$ cat config.mk
export PLATFORM = sky130hd
export DESIGN_NAME = uart_tx
export DESIGN_NICKNAME = d
export VERILOG_FILES = /design/src/rtl/uart_tx.sv
export SDC_FILE = /design/constraint.sdc
export NUM_CORES = 1
export LEC_CHECK = 0
export CORE_ASPECT_RATIO = 0.9
export CORE_UTILIZATION = 35
export DETAILED_ROUTE_END_ITERATION = 10
export GPL_TIMING_DRIVEN = 1
export PLACE_DENSITY = 0.54
export SYNTH_ARGS = -nofsm -noshare
export SYNTH_HDL_FRONTEND = slang
export SYNTH_SLANG_ARGS = --single-unit
$ cat constraint.sdc
create_clock -name clk -period 3.17 [get_ports clk]
set_input_delay 0.634 -clock clk [delete_from_list [all_inputs] [get_ports clk]]
set_output_delay 0.634 -clock clk [all_outputs]
set_load 0.03 [all_outputs]
$ cat src/rtl/uart_tx.sv
// -----------------------------------------------------------------------------
// uart_tx -- 8N1 UART transmitter with push FIFO and optional CTS flow control.
//
// Bytes pushed on the valid/ready interface are queued in an internal FIFO and
// serialised LSB-first on uart_txd: one start bit (0), eight data bits, one
// stop bit (1). Each bit lasts baudrate_div+1 clk cycles; the divider is
// captured when a frame starts, so edits made mid-frame apply from the next
// frame on. A new frame is started only while CTS (active low, synchronised)
// says the far end is ready; a frame already on the wire always completes.
//
// Ports:
//   clk           system clock
//   rst           asynchronous active-high reset (clears all state)
//   baudrate_div  bit period minus one, in clk cycles
//   tx_data       byte to enqueue
//   tx_valid      push request
//   tx_ready      FIFO not full; a push happens when tx_valid && tx_ready
//   uart_cts_n    clear-to-send from the far end, active low, asynchronous
//   uart_txd      serial output, idle high
//   tx_busy       a frame is in progress (FSM not IDLE)
//   fifo_level    current FIFO occupancy, 0..2**FIFO_AW
// -----------------------------------------------------------------------------
module uart_tx #(
  parameter int FIFO_AW = 4
) (
  input  logic               clk,
  input  logic               rst,
  input  logic [15:0]        baudrate_div,
  input  logic [7:0]         tx_data,
  input  logic               tx_valid,
  output logic               tx_ready,
  input  logic               uart_cts_n,
  output logic               uart_txd,
  output logic               tx_busy,
  output logic [FIFO_AW:0]   fifo_level
);

  localparam int                 DEPTH      = 2 ** FIFO_AW;
  localparam logic [FIFO_AW:0]   LEVEL_FULL = (FIFO_AW + 1)'(DEPTH);
  localparam logic [FIFO_AW:0]   LEVEL_ONE  = (FIFO_AW + 1)'(1);
  localparam logic [FIFO_AW:0]   LEVEL_ZERO = (FIFO_AW + 1)'(0);
  localparam logic [FIFO_AW-1:0] PTR_ONE    = FIFO_AW'(1);

  typedef enum logic [1:0] {
    ST_IDLE  = 2'd0,
    ST_START = 2'd1,
    ST_DATA  = 2'd2,
    ST_STOP  = 2'd3
  } state_t;

  // ---------------------------------------------------------------------------
  // CTS synchroniser
  // ---------------------------------------------------------------------------
  logic cts_meta_q;
  logic cts_sync_q;
  logic cts_ok_s;

  // Two-flop synchroniser; resets to "not clear" so nothing leaves before the
  // real pin state has been observed.
  always_ff @(posedge clk or posedge rst) begin
    if (rst) begin
      cts_meta_q <= 1'b1;
      cts_sync_q <= 1'b1;
    end else begin
      cts_meta_q <= uart_cts_n;
      cts_sync_q <= cts_meta_q;
    end
  end

  assign cts_ok_s = ~cts_sync_q;

  // ---------------------------------------------------------------------------
  // FIFO
  // ---------------------------------------------------------------------------
  logic [7:0]         mem_q [DEPTH];
  logic [FIFO_AW-1:0] wr_ptr_q;
  logic [FIFO_AW-1:0] wr_ptr_d;
  logic [FIFO_AW-1:0] rd_ptr_q;
  logic [FIFO_AW-1:0] rd_ptr_d;
  logic [FIFO_AW:0]   level_q;
  logic [FIFO_AW:0]   level_d;
  logic               ready_q;
  logic               push_s;
  logic               pop_s;
  logic [7:0]         head_s;

  assign push_s = tx_valid && ready_q;
  assign head_s = mem_q[rd_ptr_q];

  // FIFO pointer and occupancy next-state; pointers wrap naturally at DEPTH.
  always_comb begin
    wr_ptr_d = wr_ptr_q;
    rd_ptr_d = rd_ptr_q;
    level_d  = level_q;
    if (push_s) begin
      wr_ptr_d = wr_ptr_q + PTR_ONE;
    end else begin
      wr_ptr_d = wr_ptr_q;
    end
    if (pop_s) begin
      rd_ptr_d = rd_ptr_q + PTR_ONE;
    end else begin
      rd_ptr_d = rd_ptr_q;
    end
    case ({push_s, pop_s})
      2'b10:   level_d = level_q + LEVEL_ONE;
      2'b01:   level_d = level_q - LEVEL_ONE;
      default: level_d = level_q;
    endcase
  end

  // FIFO storage; contents need no reset because the pointers define validity.
  always_ff @(posedge clk) begin
    if (push_s) begin
      mem_q[wr_ptr_q] <= tx_data;
    end
  end

  // FIFO pointers, occupancy and the registered ready flag.
  always_ff @(posedge clk or posedge rst) begin
    if (rst) begin
      wr_ptr_q <= '0;
      rd_ptr_q <= '0;
      level_q  <= LEVEL_ZERO;
      ready_q  <= 1'b1;
    end else begin
      wr_ptr_q <= wr_ptr_d;
      rd_ptr_q <= rd_ptr_d;
      level_q  <= level_d;
      // Ready is derived from the next level so it is exact every cycle; a
      // full FIFO therefore holds ready low even in a cycle that pops.
      ready_q  <= (level_d != LEVEL_FULL);
    end
  end

  // ---------------------------------------------------------------------------
  // Transmit FSM
  // ---------------------------------------------------------------------------
  state_t      state_q;
  state_t      state_d;
  logic [15:0] cnt_q;
  logic [15:0] cnt_d;
  logic [15:0] div_q;
  logic [15:0] div_d;
  logic [2:0]  bit_idx_q;
  logic [2:0]  bit_idx_d;
  logic [7:0]  shift_q;
  logic [7:0]  shift_d;
  logic        txd_q;
  logic        txd_d;
  logic        busy_q;
  logic        start_ok_s;

  assign start_ok_s = (level_q != LEVEL_ZERO) && cts_ok_s;

  // Next-state, counters, FIFO pop and line level for the transmit FSM.
  always_comb begin
    state_d   = state_q;
    cnt_d     = cnt_q;
    div_d     = div_q;
    bit_idx_d = bit_idx_q;
    shift_d   = shift_q;
    pop_s     = 1'b0;
    txd_d     = 1'b1;

    // Line level follows the current state; it is registered, so the pin
    // trails the state by one cycle but every level lasts a full bit period.
    case (state_q)
      ST_IDLE:  txd_d = 1'b1;
      ST_START: txd_d = 1'b0;
      ST_DATA:  txd_d = shift_q[0];
      ST_STOP:  txd_d = 1'b1;
      default:  txd_d = 1'b1;
    endcase

    case (state_q)
      ST_IDLE: begin
        if (start_ok_s) begin
          pop_s   = 1'b1;
          shift_d = head_s;
          div_d   = baudrate_div;
          cnt_d   = baudrate_div;
          state_d = ST_START;
        end else begin
          state_d = ST_IDLE;
        end
      end
      ST_START: begin
        if (cnt_q == 16'd0) begin
          cnt_d     = div_q;
          bit_idx_d = 3'd0;
          state_d   = ST_DATA;
        end else begin
          cnt_d = cnt_q - 16'd1;
        end
      end
      ST_DATA: begin
        if (cnt_q == 16'd0) begin
          cnt_d   = div_q;
          shift_d = {1'b0, shift_q[7:1]};
          if (bit_idx_q == 3'd7) begin
            state_d = ST_STOP;
          end else begin
            bit_idx_d = bit_idx_q + 3'd1;
          end
        end else begin
          cnt_d = cnt_q - 16'd1;
        end
      end
      ST_STOP: begin
        if (cnt_q == 16'd0) begin
          // Chain straight into the next start bit when possible so
          // consecutive frames leave no idle gap on the line.
          if (start_ok_s) begin
            pop_s   = 1'b1;
            shift_d = head_s;
            div_d   = baudrate_div;
            cnt_d   = baudrate_div;
            state_d = ST_START;
          end else begin
            state_d = ST_IDLE;
          end
        end else begin
          cnt_d = cnt_q - 16'd1;
        end
      end
      default: begin
        state_d = ST_IDLE;
      end
    endcase
  end

  // FSM state, timing counters, shift register and registered outputs.
  always_ff @(posedge clk or posedge rst) begin
    if (rst) begin
      state_q   <= ST_IDLE;
      cnt_q     <= 16'd0;
      div_q     <= 16'd0;
      bit_idx_q <= 3'd0;
      shift_q   <= 8'd0;
      txd_q     <= 1'b1;
      busy_q    <= 1'b0;
    end else begin
      state_q   <= state_d;
      cnt_q     <= cnt_d;
      div_q     <= div_d;
      bit_idx_q <= bit_idx_d;
      shift_q   <= shift_d;
      txd_q     <= txd_d;
      busy_q    <= (state_d != ST_IDLE);
    end
  end

  assign uart_txd   = txd_q;
  assign tx_busy    = busy_q;
  assign tx_ready   = ready_q;
  assign fifo_level = level_q;

endmodule
==> metrics.cfg, run 1 <==
[sta]
fin_crit_sh_pct=93.7
skew_ns=0.00961
tightest_slew_ns=1.27
slew_viol_final=0
finalSetupViolCount=0
slew_headroom_pct=15.5
rsz0062_at_grt=no
layout_min_cycle_time_ns=2.97
fmaxAchievable_mhz=337
setup_slack_ns=0.199
setup_tns_ns=0
final-hold-violation-count=0

[cts]
clockRootBuffer=clkbuf_16
cts_max_level=4
clk_path_buf_depth=2
cts.clk_slew.worst_paths_ns=0.08
cts-buffers-inserted=17
numClockSinks=191
cts_tree=yes
clk_latency_ns=0.43

[power]
p_per_area_nw_per_um2=875
leakagePower_uw=0.00366
irDropWorstVdd_v=0.000473

[die]
ios=36
start_util_pct=36.2
die_area_um2=25100
die_h_um=150
core_area_um2=23700
die_w_um=167
num_rows=53

[layout]
area_growth_pct=16.6
multiInputGateArea_um2=3000
final_cells=932
final_cell_mix=edfxtp_1, dfrtp_1, mux2i_1
fillers=2086
fin_nets=660
regArea_um2=5430
drive_gt1_share_pct=20.6
antenna_cells=0
final_common_cell=edfxtp_1

[placed_design]
dp_slack_ns=0.116
dpl.cell_count=899
dp_hpwl_um=12500
portBuffers=35
gp_congestion=0.790

[worst_setup_path]
crit_type=reg2reg
crit_path_end_kind=flop
r2r_start=cnt_q[0]
crit_fanout=5
crit_cells=13
worstSetupStartpoint=cnt_q[0]
crit_buf_inv=2
critPathTopFamily=simple AND/OR/NAND/NOR gates
slowest_delay_ns=0.50
cp_slowest_cell=or4b_4
cp.required_ns=3.52
r2r_cells=13
start_kind=flop
cp.arrival_ns=3.33
worstPathCellList=inv_1 > ha_2 > or4b_4 > nor4_4 > a21oi_2 > nor2_4 > ha_2 > inv_2 > nand2_1 > nor4_4 > nor3_1 > nor4_2 > o211ai_1

[routing]
drc=0
vias=5012
firstDrtPassIters=6
drt_wl_total_um=18600
drt_iter0_drc=418
wire_per_inst_um=20.0
routed_via_density=5.38
ant_nets=0

[synth]
ys_types=67
synthesis.nets=612
synth_edf_count=128
ys.flop_type=edfxtp_1
synth_area_leaders=edfxtp_1, dfrtp_1, mux4_2
synthCells=569
yosysSeqAreaShare_pct=63.4
ys_ff_latch=191
syn_avg_cell_area_um2=15.0
netlist_area_um2=8560
synth_top_area_cell=edfxtp_1
synth_top_area_share_pct=44.9
async_flop_share_pct=33.0
yosysWarningCount=0

[global_route]
grt_max_degree=64
grt_busiest_layer=met2
grt_use_met3_pct=2.89
grt_overflow=0
grt_use_met1_pct=21.8
met2_usage_pct=24.5
grtUsageTotal_pct=15.6
grt_pass1_wl_um=29400
grt_pass1_vias=5191
antenna_found_initial=0

[min_path]
worstHoldStart=cts_meta_q
worstHoldPathCells=0
hold_class=reg2reg

[status]
status=complete, no violations

[job]
cap_violations=0

## worst paths after layout
path / endpoint / slack, ns
hold / removal: cts_sync_q / 0.36
min in group asynchronous: shift_q[1] / 0.60
hold reg to reg: cts_sync_q / 0.36
max in group asynchronous: cts_sync_q / 2.24
setup reg to reg: tx_ready / 0.20
setup / recovery: tx_ready / 0.20
## metrics by stage
step                cell area, um^2  power (uW)  hold WS [ns]  util [%]
detailed placement             9330        6590         0.347      39.4
floorplan                      8580        5670         0.345         -
finish                         9980        8730         0.357      42.2
global placement               9330        6530         0.348      39.4
global route                   9980        9220         0.361      42.2
CTS                            9930        8770         0.357      41.9
## logic make-up (layout without fill, tap and decap cells)
group | count (synthesis) | after routing | share of synthesized area, %
fa+ha+maj | 15 | 15 | 2.19
xor+xnor | 20 | 20 | 2.05
buf+inv | 42 | 103 | 2.38
flops | 191 | 191 | 63.4
compound gates | 110 | 110 | 8.68
simple gates | 110 | 110 | 7.47
mux | 81 | 81 | 13.8
## state kept, by name, indices dropped and copies added, names as in the netlist
name	flops
mem_q	128
cnt_q	16
div_q	16
shift_q	8
fifo_level	5
rd_ptr_q	4
wr_ptr_q	4
bit_idx_q	3
state_q	2
cts_meta_q	1
cts_sync_q	1
tx_busy	1
tx_ready	1
uart_txd	1
## timing repair
action | in CTS | in global routing
gates resized for setup | 0 | 9
setup buffers | 0 | 1
endpoints found under the setup margin | 0 | 3
hold buffers | 0 | 0
## cell usage after synthesis, types with 14 or more instances
library cell and instances:
ha_1 15, dfrtp_1 59, nor2_1 18, clkbuf_1 14, inv_1 14, mux2i_1 37, mux4_2 25, o22ai_1 18
a22oi_1 19, nand2_1 24, edfxtp_1 128, o21ai_0 28, a21oi_1 14
## worst reg2reg max path, stage by stage (launching register included)
cell and delay [ns]:
dfrtp_1 0.40, inv_1 0.12, ha_2 0.21, or4b_4 0.50, nor4_4 0.22, a21oi_2 0.12
nor2_4 0.09, ha_2 0.30, inv_2 0.10, nand2_1 0.09, nor4_4 0.25, nor3_1 0.10
nor4_2 0.28, o211ai_1 0.12
## layout make-up
| class | instances | share of cell area [%] |
|---|---|---|
| multi-input cells | 336 | 30.0 |
| repair buffers | 55 | 5.26 |
| well taps | 302 | 3.78 |
| inverters | 16 | 0.602 |
| flip-flops and latches | 191 | 54.4 |
| clock inverters | 15 | 1.72 |
| clock buffers | 17 | 4.26 |
## per-layer routing
metal	part of all wire, %	vias up
li1	-	2319
met1	47	2545
met2	48	129
met3	4.4	19
met4	1.4	0
met5	0	-
## power breakdown
part | switching, uW | internal [uW]
sequential | 454 | 3170
clock | 1020 | 1130
combinational | 1560 | 1400
Note: power is estimated with default switching activity, not from simulation.
==> inputs of run 2 (changes only) <==
HOLD_SLACK_MARGIN = 0.1   (was not set)
==> results of run 2 <==
No change in the layout: final DEF, timing and power equal those of run 1.
